File: src/rtl/vote_input_conditioner.sv
// Push-button front end for the voting machine: synchronise, debounce and edge-detect
// three buttons, then issue at most one vote pulse per accepted press with a lockout.
module vote_input_conditioner #(
  parameter int DEBOUNCE_CYCLES = 4,
  parameter int LOCKOUT_CYCLES  = 8,
  parameter int CNT_W           = 8
) (
  input  logic       clk,
  input  logic       reset,
  input  logic [1:0] mode,
  input  logic       btn_1,
  input  logic       btn_2,
  input  logic       btn_3,
  output logic       vote_1,
  output logic       vote_2,
  output logic       vote_3,
  output logic       busy,
  output logic       invalid
);

  localparam logic [CNT_W-1:0] DEB_LAST = CNT_W'(DEBOUNCE_CYCLES - 1);
  localparam logic [CNT_W-1:0] LOCK_MAX = CNT_W'(LOCKOUT_CYCLES);

  typedef enum logic [1:0] {
    IDLE    = 2'd0,
    READY   = 2'd1,
    PULSE   = 2'd2,
    LOCKOUT = 2'd3
  } state_t;

  logic [2:0]       btn;
  logic [2:0]       sync1;
  logic [2:0]       sync2;
  logic [2:0]       db;
  logic [2:0]       rise;
  logic             single;
  logic             multi;
  state_t           state;
  logic [2:0]       vote;
  logic [CNT_W-1:0] lock_cnt;

  assign btn = {btn_3, btn_2, btn_1};

  // Two-flop synchroniser for the asynchronous buttons
  always_ff @(posedge clk or negedge reset) begin
    if (!reset) begin
      sync1 <= 3'b000;
      sync2 <= 3'b000;
    end else begin
      sync1 <= btn;
      sync2 <= sync1;
    end
  end

  for (genvar i = 0; i < 3; i++) begin : g_deb
    logic [CNT_W-1:0] cnt;
    logic             db_q;
    logic             rise_q;

    // Debounce: the level must disagree for DEBOUNCE_CYCLES straight cycles; rise fires with the update
    always_ff @(posedge clk or negedge reset) begin
      if (!reset) begin
        cnt    <= '0;
        db_q   <= 1'b0;
        rise_q <= 1'b0;
      end else if (sync2[i] != db_q) begin
        if (cnt == DEB_LAST) begin
          cnt    <= '0;
          db_q   <= sync2[i];
          rise_q <= sync2[i];
        end else begin
          cnt    <= cnt + CNT_W'(1);
          rise_q <= 1'b0;
        end
      end else begin
        cnt    <= '0;
        rise_q <= 1'b0;
      end
    end

    assign db[i]   = db_q;
    assign rise[i] = rise_q;
  end

  // Classify the rise vector as one clean press or a simultaneous multi-press
  always_comb begin
    single = (rise == 3'b001) || (rise == 3'b010) || (rise == 3'b100);
    multi  = (rise != 3'b000) && !single;
  end

  // Control FSM with registered vote/invalid/busy outputs
  always_ff @(posedge clk or negedge reset) begin
    if (!reset) begin
      state    <= IDLE;
      vote     <= 3'b000;
      invalid  <= 1'b0;
      busy     <= 1'b1;
      lock_cnt <= '0;
    end else if (mode != 2'd1) begin
      state    <= IDLE;
      vote     <= 3'b000;
      invalid  <= 1'b0;
      busy     <= 1'b1;
      lock_cnt <= '0;
    end else begin
      case (state)
        IDLE: begin
          vote     <= 3'b000;
          invalid  <= 1'b0;
          lock_cnt <= '0;
          // A button already held when voting starts must be released first
          if (db == 3'b000) begin
            state <= READY;
            busy  <= 1'b0;
          end else begin
            state <= IDLE;
            busy  <= 1'b1;
          end
        end
        READY: begin
          lock_cnt <= '0;
          if (single) begin
            state   <= PULSE;
            vote    <= rise;
            invalid <= 1'b0;
            busy    <= 1'b1;
          end else if (multi) begin
            state   <= LOCKOUT;
            vote    <= 3'b000;
            invalid <= 1'b1;
            busy    <= 1'b1;
          end else begin
            state   <= READY;
            vote    <= 3'b000;
            invalid <= 1'b0;
            busy    <= 1'b0;
          end
        end
        PULSE: begin
          state    <= LOCKOUT;
          vote     <= 3'b000;
          invalid  <= 1'b0;
          busy     <= 1'b1;
          lock_cnt <= '0;
        end
        LOCKOUT: begin
          vote    <= 3'b000;
          invalid <= 1'b0;
          if ((lock_cnt == LOCK_MAX) && (db == 3'b000)) begin
            state <= READY;
            busy  <= 1'b0;
          end else begin
            state <= LOCKOUT;
            busy  <= 1'b1;
          end
          if (lock_cnt != LOCK_MAX) begin
            lock_cnt <= lock_cnt + CNT_W'(1);
          end else begin
            lock_cnt <= lock_cnt;
          end
        end
        default: begin
          state    <= IDLE;
          vote     <= 3'b000;
          invalid  <= 1'b0;
          busy     <= 1'b1;
          lock_cnt <= '0;
        end
      endcase
    end
  end

  assign vote_1 = vote[0];
  assign vote_2 = vote[1];
  assign vote_3 = vote[2];

endmodule
File: config.mk
export PLATFORM = sky130hd
export DESIGN_NAME = vote_input_conditioner
export DESIGN_NICKNAME = d
export VERILOG_FILES = /design/src/rtl/vote_input_conditioner.sv
export SDC_FILE = /design/constraint.sdc
export NUM_CORES = 1
export LEC_CHECK = 0
export ABC_AREA = 1
export BUFFER_PORTS_ARGS = -buffer_cell sky130_fd_sc_hd__buf_2
export CORE_MARGIN = 5
export CORE_UTILIZATION = 35
export CTS_BUF_LIST = sky130_fd_sc_hd__clkbuf_8
export CTS_CLUSTER_DIAMETER = 150
export DETAILED_ROUTE_END_ITERATION = 10
export SYNTH_ARGS = -nofsm -noshare
export SYNTH_HDL_FRONTEND = slang
export SYNTH_SLANG_ARGS = --single-unit
File: constraint.sdc
create_clock -name clk -period 1.7 [get_ports clk]
set_input_delay 0.17 -clock clk [delete_from_list [all_inputs] [get_ports clk]]
set_output_delay 0.17 -clock clk [all_outputs]
set_load 0.01 [all_outputs]
==> results of run 1 <==
state kept, by name, summed over array words and instances (netlist names):
| name | flops |
|---|---|
| vote | 3 |
| g_deb.cnt | 24 |
| state | 2 |
| g_deb.db_q | 3 |
| sync1 | 3 |
| g_deb.rise_q | 3 |
| sync2 | 3 |
| invalid | 1 |
| lock_cnt | 8 |
| busy | 1 |
cell families after synthesis:
kind of cell    synth area share, %
compound gates                 4.96
xor+xnor                       2.19
fa+ha+maj                      2.61
buf+inv                        6.57
flops                          53.3
simple gates                   30.4
where the power goes:
group | internal, mW | total, mW | switching [mW] | leakage [nW]
registers | 1.35 | 1.49 | 0.136 | 0.683
clock network | 0.287 | 0.680 | 0.393 | 0.0402
logic | 0.178 | 0.473 | 0.295 | 0.514
total | 1.81 | 2.64 | 0.824 | 1.24
final timing paths:
path	slack [ns]	cells after the start	to
min in group asynchronous	0.39	2	vote[0]$_DFF_PN0_
setup reg to reg	0.46	7	lock_cnt[0]$_DFFE_PN0P_
hold reg to reg	0.35	0	sync2[2]$_DFF_PN0_
setup / recovery	0.46	7	lock_cnt[0]$_DFFE_PN0P_
max in group asynchronous	0.76	3	sync1[0]$_DFF_PN0_
hold / removal	0.17	4	state[1]$_DFF_PN0_
cells in the final DEF (no fill, tap or decap), drive strengths merged, types with 3 or more instances in the layout:
| cell type | count |
|---|---|
| a21oi | 8 |
| buf | 13 |
| clkbuf | 5 |
| dfrtp | 50 |
| dlygate4sd3 | 4 |
| ha | 5 |
| inv | 42 |
| nand2 | 59 |
| nand3 | 17 |
| nand4 | 6 |
| nor2 | 47 |
| nor3 | 11 |
| nor3b | 3 |
| o21ai | 8 |
| xnor2 | 3 |
| xor2 | 3 |
worst register-to-register path, cell delays in order (launching register included):
cell,delay (ns)
dfrtp_1,0.43
inv_1,0.08
ha_1,0.14
nand3_1,0.11
nor2_4,0.17
nand2_1,0.09
nand2_1,0.07
o21a_1,0.11
layout make-up:
| type | count | area (µm²) |
|---|---|---|
| multi-input combinational | 178 | 963 |
| tap | 80 | 100 |
| timing repair buffer | 17 | 123 |
| clock inverter | 3 | 20.0 |
| clock buffer | 5 | 68.8 |
| inverter | 42 | 158 |
| fill | 659 | 4010 |
| sequential | 51 | 1280 |
layer usage:
layer,global-route usage (%),vias up,part of all wire (%)
met5,0,-,0
met4,4.76,0,1.7
met3,2.27,5,2.7
met2,15.7,17,46
met1,12.6,772,49
li1,-,902,-
through the flow:
| step | util (%) | hold slack (ns) | power (mW) | cells |
|---|---|---|---|---|
| detailed placement | 38.4 | 0.208 | 1.99 | 364 |
| finish | 40.3 | 0.166 | 2.64 | 376 |
| CTS | 40.3 | 0.155 | 2.70 | 376 |
| floorplan | - | -0.126 | 1.85 | 271 |
| global route | 40.3 | 0.162 | 2.85 | 376 |
| global placement | 38.4 | 0.202 | 1.98 | 364 |
==> impl_metrics.csv, run 1 <==
group,metric,value,unit
worst_setup_path,cp_slowest_cell,"dfrtp_1",
synth,netlist_top_cells_area,"dfrtp_1 52%, nand2_1 8.9%, nor2_1 5.9%",
timing,slew_headroom,62.4,%
floorplan,die_y,92.8,µm
place,dpl_cell_area,2580,µm²
worst_setup_path,cp-end-kind,"flop",
floorplan,initial_core_util,35.7,%
timing,min_period_over_period,73.2,%
timing,slew_violations,0,
worst_setup_path,cpPeakStageDelay,0.43,ns
worst_setup_path,path_max_fanout,5,
layout,final_area,2710,µm²
grt,grtUsageTotal,9.87,%
layout,drive_gt1_share,17.9,%
worst_setup_path,critPathLaunchType,"flop",
grt,grt-ovfl-total,0,
worst_setup_path,crit-reg2reg-launch,"lock_cnt[0]$_DFFE_PN0P_",
worst_setup_path,startpoint,"lock_cnt[0]$_DFFE_PN0P_",
detailed_routing,drc,0,
timing,setup_viol,0,
timing,tns,0,ns
timing,rsz0062_at_grt,"no",
clocking,clk_pin_slew_worst_paths,0.09,ns
worst_setup_path,cpMostUsedCell,"nand2_1",
timing,worst-slew-pin-transition,0.564,ns
synth,syn_inst,271,
place,post-place-ws,0.458,ns
synth,yosysMostFrequentCell,"nand2_1",
synth,syn_avg_cell_area,8.85,µm²
synth,synthTopCellsByCount,"57 x nand2_1, 50 x dfrtp_1, 38 x nor2_1",
clocking,cts_setup_buffers,0,
clocking,post_cts_resized,0,
detailed_routing,drt-initial-drc-count,75,
floorplan,die_area,8610,µm²
worst_setup_path,worstPathRequired,1.94,ns
floorplan,rows,30,
place,port_buffers,11,
clocking,postCtsHoldBufs,4,
floorplan,core_area,6720,µm²
timing,max_freq,0.803,GHz
power_and_ir_drop,p_leak,1.24,nW
clocking,cts_tree,"built",
floorplan,die_x,92.8,µm
worst_setup_path,crit_arrival,1.49,ns
detailed_routing,dr.pass1.iters,4,
synth,ys_types,27,
worst_setup_path,worstSetupPathType,"reg -> reg",
clocking,clock_latency,0.30,ns
synth,syn_area,2400,µm²
power_and_ir_drop,max-vdd-ir-drop,347,µV
synth,async_flop_share,100,%
place,gp_congestion,0.785,
power_and_ir_drop,p_per_area,974,nW/µm²
detailed_routing,drt-total-wl,3780,µm
grt,grt_max_degree,26,
detailed_routing,dr_total_vias,1696,
synth,seq_area_frac_synth,53.3,%
clocking,clockBufferDepth,2,
clocking,h-tree-depth,2,
synth,yosysTopAreaCell,"dfrtp_1",
timing,hold_viol,0,
layout,area_delta_synth_final,13.0,%
detailed_routing,avgViaCountPerCell,4.51,
synth,synth-edff-count,0,
detailed_routing,wl_per_cell,10.0,µm
timing,setup_slack,0.455,ns
worst_setup_path,cpLargestDelayFamily,"simple AND/OR/NAND/NOR gates",
timing,min_period,1.24,ns
clocking,numCtsBuffers,5,
place,hpwlAfterDp,2860,µm
worst_setup_path,critical_path_buf_inv_count,1,
grt,first_global_vias,1604,
synth,syn_nets,283,
synth,yosys_most_used_dff,"dfrtp_1",
grt,grt_antenna_before_repair,0,
layout,num-nets-final,307,
clocking,cts.sinks,51,
synth,yosysWarnings,0,
detailed_routing,ant_nets,0,
run,max-cap-violations,0,
grt,grt_pass1_wl,6910,µm
layout,diodes,0,
clocking,cts_root_buf,"clkbuf_8",
synth,yosys_register_bits,51,
worst_hold_path,worstHoldPathType,"in -> reg",
worst_hold_path,hp-start,"mode[1]",
status,outcome,"finished, final reports clean",
worst_setup_path,crit_chain,"inv_1 > ha_1 > nand3_1 > nor2_4 > nand2_1 > nand2_1 > o21a_1",
floorplan,pin_count,12,
synth,synth_top_area_share,52.2,%
timing,skew,0.00882,ns
Note: power is estimated with default switching activity, not from simulation.
==> run 2: changes to the inputs <==
- clock period: 1.7 -> 1.21 ns (I/O delays scaled with it)
==> run 2 against run 1 <==
  * Clock skew decreased by 0.0016 ns
  * Worst setup slack got worse by 0.45 ns
  * Non-clock buffer count increased by 11
  * Sequential share of layout area decreased by 2.4 points
  * Total power increased by 47%
  * Combinational power increased by 74%
==> impl_metrics.csv, run 2 (synthesis gave the netlist of run 1 again) <==
group,metric,value,unit
detailed_routing,drc,0,
worst_setup_path,crit_arrival,1.40,ns
grt,first_global_vias,1649,
clocking,clk_pin_slew_worst_paths,0.10,ns
detailed_routing,highest_layer,"met4",
timing,skew,0.00724,ns
floorplan,rows,30,
timing,rsz0062_at_grt,"yes",
layout,regMostFlops,"g_deb.cnt",
layout,num-nets-final,318,
detailed_routing,wl_met2,1880,µm
timing,max_freq,0.832,GHz
timing,tns,0,ns
power_and_ir_drop,p_leak,1.29,nW
clocking,cts.sinks,51,
timing,setup_viol,0,
grt,grt-ovfl-total,0,
timing,slew_headroom,72.6,%
detailed_routing,met1Wirelength,1950,µm
layout,largest_reg_flops,24,
timing,setup_slack,0.00774,ns
detailed_routing,avgViaCountPerCell,4.54,
power_and_ir_drop,p_per_area,1360,nW/µm²
timing,worst-slew-pin-transition,0.412,ns
place,post-place-ws,-0.0139,ns
timing,hold_viol,0,
place,port_buffers,11,
clocking,cts_root_buf,"clkbuf_8",
worst_hold_path,holdPathStages,4,
worst_hold_path,worstHoldPathType,"in -> reg",
detailed_routing,ant_nets,0,
layout,final_common_cell,"nand2_1",
timing,min_period_over_period,99.4,%
run,max-cap-violations,0,
worst_setup_path,worstPathRequired,1.41,ns
status,outcome,"finished, final reports clean",
timing,min_period,1.20,ns
floorplan,core_area,6720,µm²
worst_setup_path,path_max_fanout,4,
layout,area_delta_synth_final,19.1,%
detailed_routing,drt-initial-drc-count,57,
clocking,h-tree-depth,2,
grt,grt_antenna_before_repair,0,
floorplan,die_x,92.8,µm
grt,grt_max_degree,23,
detailed_routing,dr.pass1.iters,4,
grt,grtUsageTotal,9.95,%
worst_setup_path,ff2ff_path_depth,6,
layout,fillers,677,
worst_setup_path,critPathLaunchType,"flop",
detailed_routing,dr_total_vias,1758,
detailed_routing,drt-total-wl,4000,µm
timing,slew_violations,0,
layout,layout_common_cells,"55 x nand2_1, 49 x dfrtp_1, 37 x nor2_1",
detailed_routing,wl_met3,110,µm
clocking,cts_tree,"built",
worst_setup_path,worstSetupPathType,"reg -> reg",
layout,diodes,0,
power_and_ir_drop,max-vdd-ir-drop,649,µV
floorplan,initial_core_util,35.7,%
detailed_routing,wl_per_cell,10.3,µm
layout,top_regs,"g_deb.cnt: 24 flops, lock_cnt: 8 flops",
worst_setup_path,cp-end-kind,"flop",
floorplan,die_y,92.8,µm
clocking,clock_latency,0.30,ns
place,hpwlAfterDp,2960,µm
layout,drive_gt1_share,25.1,%
floorplan,pin_count,12,
clocking,clockBufferDepth,2,
floorplan,die_area,8610,µm²
clocking,numCtsBuffers,5,
place,gp_congestion,0.811,
grt,grt_pass1_wl,7020,µm
run 2: repair_timing:
| item | 4_1_cts | 5_1_grt |
|---|---|---|
| pin swaps | 1 | 7 |
| endpoints found under the hold margin | 17 | 0 |
| setup endpoints to repair | 3 | 17 |
| setup buffers | 0 | 6 |
| resized for setup | 1 | 16 |
| hold buffers | 4 | 0 |
run 2: per-layer routing:
| metal | vias up | track usage, % |
|---|---|---|
| met1 | 816 | 12.6 |
| met5 | - | 0 |
| met4 | 0 | 4.64 |
| met2 | 16 | 16.1 |
| met3 | 4 | 2.11 |
| li1 | 922 | - |
run 2: critical path, cell delays in order (launching register included):
cell     delay, ns
dfrtp_1       0.42
inv_2         0.09
ha_4          0.14
nand3_4       0.06
nor2_4        0.16
nor2_2        0.06
o21a_1        0.16
run 2: cell type report:
| class | count | area (µm²) | area share, % |
|---|---|---|---|
| clock inverters | 3 | 23.8 | 0.832 |
| well taps | 80 | 100 | 3.50 |
| clock buffers | 5 | 68.8 | 2.41 |
| multi-input cells | 178 | 1010 | 35.3 |
| repair buffers | 28 | 218 | 7.62 |
| inverters | 42 | 158 | 5.52 |
| flip-flops and latches | 51 | 1280 | 44.8 |
run 2: final timing paths:
| check | startpoint | endpoint | slack [ns] |
|---|---|---|---|
| min in group asynchronous | reset | vote[1]$_DFF_PN0_ | 0.27 |
| setup / recovery | lock_cnt[1]$_DFFE_PN0P_ | lock_cnt[0]$_DFFE_PN0P_ | 0.008 |
| max in group asynchronous | reset | busy$_DFF_PN1_ | 0.44 |
| hold reg to reg | sync1[0]$_DFF_PN0_ | sync2[0]$_DFF_PN0_ | 0.35 |
| hold / removal | mode[1] | state[1]$_DFF_PN0_ | 0.11 |
| setup reg to reg | lock_cnt[1]$_DFFE_PN0P_ | lock_cnt[0]$_DFFE_PN0P_ | 0.008 |
run 2: metrics by stage:
step,cells,cell area (µm²),util [%],hold WS (ns),total power [mW]
CTS,381,2770,41.2,0.106,3.88
detailed placement,369,2630,39.2,0.0731,2.85
finish,387,2860,42.5,0.111,3.89
global placement,369,2630,39.2,0.0754,2.83
floorplan,271,2400,-,-0.175,2.59
global route,387,2860,42.5,0.123,4.17
run 2: power breakdown:
group | internal (mW) | switching, mW
sequential | 1.90 | 0.167
clock | 0.414 | 0.586
combinational | 0.351 | 0.473
total | 2.66 | 1.23
